File: src/rtl/lcd_cmd_arbiter_if.sv
// Purpose : request/grant and LCD-controller signal bundle for lcd_cmd_arbiter.
// Latency : n/a (wires only).
// Backpressure: requesters hold iReqN/iCmdN until the one-cycle oGntN pulse.
// Ports   : slave  = arbiter side (takes requests and iLCD_Done, drives grants/LCD/status)
//           master = environment side (requesters plus LCD controller)
interface lcd_cmd_arbiter_if;
  logic       iReq0;
  logic [8:0] iCmd0;
  logic       oGnt0;
  logic       iReq1;
  logic [8:0] iCmd1;
  logic       oGnt1;
  logic [7:0] oLCD_DATA;
  logic       oLCD_RS;
  logic       oLCD_Start;
  logic       iLCD_Done;
  logic       oBusy;
  logic       oOwner;
  logic       oErr;

  modport slave (
    input  iReq0, iCmd0, iReq1, iCmd1, iLCD_Done,
    output oGnt0, oGnt1, oLCD_DATA, oLCD_RS, oLCD_Start, oBusy, oOwner, oErr
  );

  modport master (
    output iReq0, iCmd0, iReq1, iCmd1, iLCD_Done,
    input  oGnt0, oGnt1, oLCD_DATA, oLCD_RS, oLCD_Start, oBusy, oOwner, oErr
  );
endinterface

File: src/rtl/lcd_cmd_arbiter.sv
// Purpose : round-robin arbiter feeding 9-bit {RS,data} commands from two requesters to one LCD controller.
// Latency : request seen in IDLE -> grant pulse and oLCD_Start one cycle later; DLY_MAX+1 settle cycles after done.
// Backpressure: grants only in IDLE; requesters hold iReqN until oGntN, LCD side holds Start until iLCD_Done or timeout.
// Ports   : iCLK, iRST (sync, active-high); bus (slave modport) carries iReq0/1, iCmd0/1, oGnt0/1,
//           oLCD_DATA, oLCD_RS, oLCD_Start, iLCD_Done, oBusy, oOwner, oErr.
module lcd_cmd_arbiter #(
  parameter int DLY_MAX = 262142,
  parameter int TIMEOUT = 1023
) (
  input logic              iCLK,
  input logic              iRST,
  lcd_cmd_arbiter_if.slave bus
);

  localparam logic [1:0] S_IDLE  = 2'd0;
  localparam logic [1:0] S_WAIT  = 2'd1;
  localparam logic [1:0] S_DELAY = 2'd2;

  // Last WAIT_DONE count value: Start stays high for exactly TIMEOUT cycles.
  localparam logic [9:0]  L_TO_LAST = 10'(TIMEOUT - 1);
  localparam logic [17:0] L_DLY_END = 18'(DLY_MAX);

  logic [1:0]  r_state;
  logic [9:0]  r_wcnt;
  logic [17:0] r_dcnt;
  logic        r_gnt0;
  logic        r_gnt1;
  logic [7:0]  r_data;
  logic        r_rs;
  logic        r_start;
  logic        r_busy;
  logic        r_owner;
  logic        r_err;

  logic        w_any;
  logic        w_pick1;
  logic [8:0]  w_cmd;

  // On a tie the requester that did not win last time goes next.
  assign w_any   = bus.iReq0 | bus.iReq1;
  assign w_pick1 = (bus.iReq0 & bus.iReq1) ? ~r_owner : bus.iReq1;
  assign w_cmd   = w_pick1 ? bus.iCmd1 : bus.iCmd0;

  always_ff @(posedge iCLK) begin
    if (iRST) begin
      r_state <= S_IDLE;
      r_wcnt  <= '0;
      r_dcnt  <= '0;
      r_gnt0  <= 1'b0;
      r_gnt1  <= 1'b0;
      r_data  <= '0;
      r_rs    <= 1'b0;
      r_start <= 1'b0;
      r_busy  <= 1'b0;
      r_owner <= 1'b1;  // makes requester 0 win the first tie
      r_err   <= 1'b0;
    end else begin
      r_gnt0 <= 1'b0;
      r_gnt1 <= 1'b0;
      case (r_state)
        S_IDLE: begin
          if (w_any) begin
            r_gnt0  <= ~w_pick1;
            r_gnt1  <= w_pick1;
            r_owner <= w_pick1;
            r_data  <= w_cmd[7:0];
            r_rs    <= w_cmd[8];
            r_start <= 1'b1;
            r_busy  <= 1'b1;
            r_wcnt  <= '0;
            r_state <= S_WAIT;
          end
        end
        S_WAIT: begin
          // Done is checked first so a done on the timeout cycle leaves oErr alone.
          if (bus.iLCD_Done) begin
            r_start <= 1'b0;
            r_wcnt  <= '0;
            r_state <= S_DELAY;
          end else if (r_wcnt == L_TO_LAST) begin
            r_start <= 1'b0;
            r_err   <= 1'b1;
            r_wcnt  <= '0;
            r_state <= S_DELAY;
          end else begin
            r_wcnt <= r_wcnt + 10'd1;
          end
        end
        S_DELAY: begin
          if (r_dcnt == L_DLY_END) begin
            r_dcnt  <= '0;
            r_busy  <= 1'b0;
            r_state <= S_IDLE;
          end else begin
            r_dcnt <= r_dcnt + 18'd1;
          end
        end
        default: begin
          r_state <= S_IDLE;
          r_start <= 1'b0;
          r_busy  <= 1'b0;
          r_wcnt  <= '0;
          r_dcnt  <= '0;
        end
      endcase
    end
  end

  assign bus.oGnt0      = r_gnt0;
  assign bus.oGnt1      = r_gnt1;
  assign bus.oLCD_DATA  = r_data;
  assign bus.oLCD_RS    = r_rs;
  assign bus.oLCD_Start = r_start;
  assign bus.oBusy      = r_busy;
  assign bus.oOwner     = r_owner;
  assign bus.oErr       = r_err;

endmodule

File: src/flat_wrapper.sv
// flat-port wrapper written by rule: the top's interface ports become plain ports
module lcd_cmd_arbiter_flat 
#(
  parameter int DLY_MAX = 262142,
  parameter int TIMEOUT = 1023
)
  (iCLK, iRST, bus_iReq0, bus_iCmd0, bus_iReq1, bus_iCmd1, bus_iLCD_Done, bus_oGnt0, bus_oGnt1, bus_oLCD_DATA, bus_oLCD_RS, bus_oLCD_Start, bus_oBusy, bus_oOwner, bus_oErr);
  lcd_cmd_arbiter_if bus_i ();
  input logic iCLK;
  input logic iRST;
  input wire logic [$bits(bus_i.iReq0)-1:0] bus_iReq0;
  input wire logic [$bits(bus_i.iCmd0)-1:0] bus_iCmd0;
  input wire logic [$bits(bus_i.iReq1)-1:0] bus_iReq1;
  input wire logic [$bits(bus_i.iCmd1)-1:0] bus_iCmd1;
  input wire logic [$bits(bus_i.iLCD_Done)-1:0] bus_iLCD_Done;
  output wire logic [$bits(bus_i.oGnt0)-1:0] bus_oGnt0;
  output wire logic [$bits(bus_i.oGnt1)-1:0] bus_oGnt1;
  output wire logic [$bits(bus_i.oLCD_DATA)-1:0] bus_oLCD_DATA;
  output wire logic [$bits(bus_i.oLCD_RS)-1:0] bus_oLCD_RS;
  output wire logic [$bits(bus_i.oLCD_Start)-1:0] bus_oLCD_Start;
  output wire logic [$bits(bus_i.oBusy)-1:0] bus_oBusy;
  output wire logic [$bits(bus_i.oOwner)-1:0] bus_oOwner;
  output wire logic [$bits(bus_i.oErr)-1:0] bus_oErr;
  assign bus_i.iReq0 = bus_iReq0;
  assign bus_i.iCmd0 = bus_iCmd0;
  assign bus_i.iReq1 = bus_iReq1;
  assign bus_i.iCmd1 = bus_iCmd1;
  assign bus_i.iLCD_Done = bus_iLCD_Done;
  assign bus_oGnt0 = bus_i.oGnt0;
  assign bus_oGnt1 = bus_i.oGnt1;
  assign bus_oLCD_DATA = bus_i.oLCD_DATA;
  assign bus_oLCD_RS = bus_i.oLCD_RS;
  assign bus_oLCD_Start = bus_i.oLCD_Start;
  assign bus_oBusy = bus_i.oBusy;
  assign bus_oOwner = bus_i.oOwner;
  assign bus_oErr = bus_i.oErr;
  lcd_cmd_arbiter #(.DLY_MAX(DLY_MAX), .TIMEOUT(TIMEOUT)) u_core (.iCLK(iCLK), .iRST(iRST), .bus(bus_i));
endmodule
File: config.mk
export PLATFORM = sky130hd
export DESIGN_NAME = lcd_cmd_arbiter_flat
export DESIGN_NICKNAME = d
export VERILOG_FILES = /design/src/rtl/lcd_cmd_arbiter_if.sv /design/src/rtl/lcd_cmd_arbiter.sv /design/src/flat_wrapper.sv
export SDC_FILE = /design/constraint.sdc
export NUM_CORES = 1
export LEC_CHECK = 0
export ABC_AREA = 1
export CORE_MARGIN = 2
export CORE_UTILIZATION = 38
export DETAILED_ROUTE_END_ITERATION = 12
export PLACE_DENSITY = 0.74
export SKIP_CTS_REPAIR_TIMING = 1
export SYNTH_ARGS = -nofsm -noshare
export SYNTH_HDL_FRONTEND = slang
export SYNTH_SLANG_ARGS = --single-unit
File: constraint.sdc
create_clock -name iCLK -period 1.27 [get_ports iCLK]
set_input_delay 0.254 -clock iCLK [delete_from_list [all_inputs] [get_ports iCLK]]
set_output_delay 0.254 -clock iCLK [all_outputs]
set_load 0.01 [all_outputs]
==> impl_metrics.ini, run 1 <==
[synth]
synth_top_cell_by_area = dfxtp_1
ys_seq_elements = 45
synth_area_um2 = 2273
synth_area_per_cell_um2 = 6.910
dominantRegCellSynth = dfxtp_1
netlist_top_cells_area = dfxtp_1 (40%), nand2_1 (16%), nor2_1 (5.9%)
synth_top_area_share_pct = 39.63
synth_edf_count = 0
syn_inst = 329
synth-seq-area-share_pct = 39.63
yosys_warnings = 0
synth_cell_types = 29
syn_nets = 356
synthArstFlopShare_pct = 0

[outcome]
outcome = finished, violations left
violations = setup timing

[sta]
whs_ns = 0.4219
rsz0062_at_grt = yes
clock_skew_ns = 0.01011
finalMaxSlewViolations = 0
layout_min_cycle_time_ns = 1.447
final-setup-viol-count = 23
slew_headroom_pct = 79.22
layout_setup_ws_ns = -0.1771
tns_ns = -2.463
finalHoldViolCount = 0
fmax_mhz = 691.0
tightest_slew_ns = 0.3117
finalCritPeriodShare_pct = 113.9

[placed_design]
dp_hpwl_um = 4312
place.gp.congestion = 0.8768
io_buffers = 37
placed_cells = 485

[cts]
cts-root-buf = clkbuf_8
cts_htree_levels = 2
clk_latency_ns = 0.32
cts_buffer_depth = 2
clock_sinks = 45
cts_tree = done
cts_buffers = 5
cts.reportedPaths.clkPinSlew_ns = 0.09

[final_layout]
syn_to_final_growth_pct = 73.86
final_common_cell = nand2_1
diodes = 0
drive_gt1_share_pct = 43.22
finalNonFillerCells = 510
final_nets = 461
final_cell_mix = nand2_1 (73), buf_4 (56), dfxtp_1 (27)

[grt]
met1_usage_pct = 22.47
grtUsageMet3_pct = 2.444
grt_pass1_vias = 2144
grt_max_degree = 20
grt_pass1_wl_um = 9225
grt_overflow_total = 0
busiest_layer = met2
use_met2_pct = 29.59
antenna_found_initial = 0
grt_usage_pct = 17.66

[worst_setup_path]
critPathMaxFanout = 3
start_kind = flip-flop
arrival_ns = 1.64
path_class = reg2reg
cp.required_ns = 1.46
crit-reg2reg-launch = u_core.r_dcnt[6]
crit_slowest_cell = dfxtp_1
max_stage_delay_ns = 0.37
path_cells = buf_4 -> nand2_1 -> nor2_2 -> nand2_4 -> o21ai_1 -> nand2_1 -> nand2_2 -> a21oi_2
cp-end-kind = flip-flop
cpMostUsedCell = nand2_1
crit_start = u_core.r_dcnt[6]

[floorplanning]
core_um2 = 5851
start_util_pct = 38.86
dieArea_um2 = 6617
die_w_um = 81.35
io_pins = 38
num_rows = 28
die_y_um = 81.35

[drt]
drtAntennaViolNets = 0
vias = 2726
drt-pass1-iter-count = 5
wl_um = 8230
drtIter0Drc = 211
vias_per_cell = 5.345
post-route-drc-count = 0
wl_per_cell_um = 16.14

[power]
clkPwrFrac_pct = 27.6
powerDensity_nw_per_um2 = 880.4
pwr-share-comb_pct = 28.0
internal-power_mw = 2.366
peakVddDrop_v = 0.0007740
p_sw_share_pct = 32.00
p_leak_nw = 1.781
seqPwrFrac_pct = 44.4
p_sw_mw = 1.114

[worst_hold_path]
hold_path.class = in2reg
hp-start = bus_iReq0

[flow_run]
maxCapViolCount = 0
==> logic make-up (layout without fill, tap and decap cells) <==
group	count (synthesis)	in the layout	share of synthesized area [%]
buffers and inverters	38	144	6.715
adders and majority gates	4	4	2.202
AOI/OAI and AO/OA	52	52	12.38
DFF	45	45	39.63
xor gates and xnor gates	10	10	3.852
and+or+nand+nor	180	180	35.22
==> per-stage QoR <==
| step | worst slack (ns) | total power, mW | utilization (%) | cell area [µm²] |
|---|---|---|---|---|
| 6_report | -0.1771 | 3.480 | 67.56 | 3953 |
| 4_1_cts | -0.2654 | 3.151 | 54.75 | 3203 |
| 3_3_place_gp | -0.3600 | 2.220 | 53.19 | 3112 |
| 2_1_floorplan | 0.009445 | 1.860 | - | 2288 |
| 3_5_place_dp | -0.4459 | 2.230 | 53.19 | 3112 |
| 5_1_grt | -0.2913 | 3.608 | 67.56 | 3953 |
==> cell type report <==
cell class,instances,area (µm²)
tap,75,93.84
timing repair buffer,105,1041
clock inverter,3,22.52
multi-input combinational,246,1657
sequential,45,943.4
clock buffer,5,68.82
fill,384,1898
inverter,31,126.4
==> synthesized netlist by cell type, types with 3 or more instances <==
cell type,number
a21oi_1,21
a31oi_1,9
clkbuf_1,3
dfxtp_1,45
ha_1,4
inv_1,27
nand2_1,95
nand2_2,4
nand3_1,23
nand4_1,5
nor2_1,36
nor2_2,5
nor2_4,3
nor3_1,3
o21ai_0,18
xnor2_1,6
xor2_1,4
==> sequential cells by signal, indices dropped and copies added (netlist names), 2 cells and up <==
register and flops:
u_core.r_dcnt 18, u_core.r_state 2, u_core.r_wcnt 10, u_core.bus.oLCD_DATA 8
==> critical path: cells and delay by family, from the launching register on <==
family                 cells  cell delay [ns]
flip-flops                 1             0.37
AND/OR/NAND/NOR            5             0.56
buffers and inverters      1             0.15
AO/OA/AOI/OAI              2             0.23
==> per-layer routing <==
| metal | part of all wire [%] | wire length, µm |
|---|---|---|
| met5 | 0 | 0 |
| met3 | 4.6 | 378 |
| met1 | 42 | 3472 |
| met4 | 2.7 | 221 |
| met2 | 51 | 4157 |
==> final timing paths <==
path                                         endpoint  slack [ns]  cells after the start
worst max register to register      u_core.r_dcnt[13]       -0.18                      8
worst max-delay path                u_core.r_dcnt[13]       -0.18                      8
worst min register to register  u_core.bus.oLCD_Start        0.47                      2
worst min-delay path                 u_core.bus.oGnt0        0.42                      5
==> power groups by stage <==
stage / clock network [mW] / registers [mW] / logic (mW)
floorplan: 0 / 1.60 / 0.264
global placement: 0 / 1.56 / 0.655
detailed placement: 0 / 1.57 / 0.663
CTS: 0.950 / 1.54 / 0.665
global route: 1.03 / 1.55 / 1.03
finish: 0.961 / 1.54 / 0.975
Power figures use the tool's default switching activity.
==> run 2: changes to the inputs <==
MAX_ROUTING_LAYER = met4   (was unset)
==> run 2 against run 1 <==
Effect of this change:
- the flow still finishes with violations (setup timing)
- clock skew fell by 0.0045 ns
- cell count fell by 0.39%
- die area unchanged
- utilization is 0.81 points lower
- register-to-register slack better by 0.04 ns
- critical path depth stayed put
- critical path type unchanged
==> impl_metrics.ini, run 2 (synthesis results as in run 1) <==
[final_layout]
diodes = 0
nFillCells = 389
syn_to_final_growth_pct = 71.77
final_common_cell = nand2_1
finalNonFillerCells = 508
drive_gt1_share_pct = 42.26
fin_util_pct = 66.75
final_nets = 459
top_register = u_core.r_dcnt
final_area_um2 = 3905
final_cell_mix = nand2_1 (74), buf_4 (56), dfxtp_1 (26)
largest_reg_flops = 18

[sta]
final-setup-viol-count = 22
layout_setup_ws_ns = -0.1345
finalCritPeriodShare_pct = 110.6
tns_ns = -1.917
finalMaxSlewViolations = 0
rsz0062_at_grt = yes
finalHoldViolCount = 0
tightest_slew_ns = 0.2774
layout_min_cycle_time_ns = 1.404
fmax_mhz = 712.0
clock_skew_ns = 0.005593
slew_headroom_pct = 81.51

[grt]
met1_usage_pct = 22.47
grtUsageMet3_pct = 2.778
grt_max_degree = 20
grt_overflow_total = 0
busiest_layer = met2
grt_pass1_vias = 2141
grt_usage_pct = 18.24
use_met2_pct = 29.59
antenna_found_initial = 0
grt_pass1_wl_um = 9239

[worst_hold_path]
hold_path.class = in2reg
hp-start = bus_iReq0

[power]
powerDensity_nw_per_um2 = 884.8
peakVddDrop_v = 0.0005527
clkPwrFrac_pct = 27.7
power_mw = 3.455
p_sw_share_pct = 31.81
seqPwrFrac_pct = 44.6
pwr-share-comb_pct = 27.7
p_sw_mw = 1.099
internal-power_mw = 2.356
p_leak_nw = 1.735

[placed_design]
dp_hpwl_um = 4312
place.gp.congestion = 0.8912
placed_cells = 485
io_buffers = 37
placed_area_um2 = 3112

[cts]
clk_latency_ns = 0.31
cts-root-buf = clkbuf_8
cts_buffer_depth = 2
cts_tree = done
cts_buffers = 5
cts_htree_levels = 2
cts.reportedPaths.clkPinSlew_ns = 0.10
clock_sinks = 45

[worst_setup_path]
reg2reg_to = u_core.r_dcnt[16]
crit_slowest_cell = dfxtp_4
rrSetupSlack_ns = -0.13
cp.required_ns = 1.52
cp-end-kind = flip-flop
crit_start = u_core.r_dcnt[1]
max_stage_delay_ns = 0.40
r2r_cells = 8
critPathMaxFanout = 4
path_cells = ha_4 -> nand2_2 -> nor2_4 -> buf_4 -> nand4_1 -> nand2_1 -> nand3_1 -> a21oi_2
start_kind = flip-flop
crit_end = u_core.r_dcnt[16]
path_class = reg2reg
crit-reg2reg-launch = u_core.r_dcnt[1]
arrival_ns = 1.65

[floorplanning]
num_rows = 28
die_y_um = 81.35
io_pins = 38
core_um2 = 5851
die_w_um = 81.35
start_util_pct = 38.86
dieArea_um2 = 6617

[drt]
vias_per_cell = 5.372
vias = 2729
drtIter0Drc = 203
drtAntennaViolNets = 0
wl_um = 8149
wl_per_cell_um = 16.04
drt-pass1-iter-count = 5
post-route-drc-count = 0

[flow_run]
maxCapViolCount = 0

[outcome]
outcome = finished, violations left
violations = setup timing
==> run 2: how the worst min path moves through the flow <==
stage | end | slack [ns] | cells past startpoint
after floorplan | u_core.bus.oLCD_DATA[7] | 0.37 | 2
after global placement | u_core.bus.oLCD_Start | 0.46 | 2
after detailed placement | u_core.bus.oLCD_Start | 0.46 | 2
after CTS | u_core.bus.oLCD_Start | 0.47 | 2
after global routing | u_core.bus.oGnt0 | 0.49 | 5
final | u_core.bus.oGnt0 | 0.43 | 5
==> run 2: power by group through the flow <==
stage / clock network [mW] / logic [mW] / registers (mW)
after floorplan: 0 / 0.264 / 1.60
after global placement: 0 / 0.655 / 1.56
after detailed placement: 0 / 0.663 / 1.57
after CTS: 0.950 / 0.665 / 1.54
after global routing: 0.999 / 1.01 / 1.55
final: 0.957 / 0.956 / 1.54
==> run 2: area by class of cell <==
cell class	count	area (µm²)	share of cell area (%)
well taps	75	93.84	2.403
inverters	31	126.4	3.236
multi-input cells	246	1630	41.75
repair buffers	103	1018	26.08
clock buffers	5	68.82	1.762
clock inverters	3	22.52	0.5767
flip-flops and latches	45	944.7	24.19
==> run 2: routing by layer <==
metal,wire length (µm),up-vias
met1,3324,1300
met3,438,35
met4,254,0
met2,4131,122
met5,0,-
li1,-,1272
==> run 2: metrics by stage <==
stage	hold WS, ns	setup WS (ns)
3_5_place_dp	0.4586	-0.4459
6_report	0.4286	-0.1345
5_1_grt	0.4887	-0.2562
4_1_cts	0.4744	-0.2654
2_1_floorplan	0.3672	0.009445
3_3_place_gp	0.4585	-0.3600
==> run 2: worst max-delay path, delay by kind of cell (launching register included) <==
kind | cells | cell delay [ns]
buf+inv | 1 | 0.13
simple gates | 5 | 0.53
flops | 1 | 0.40
compound gates | 1 | 0.12
fa+ha+maj | 1 | 0.16
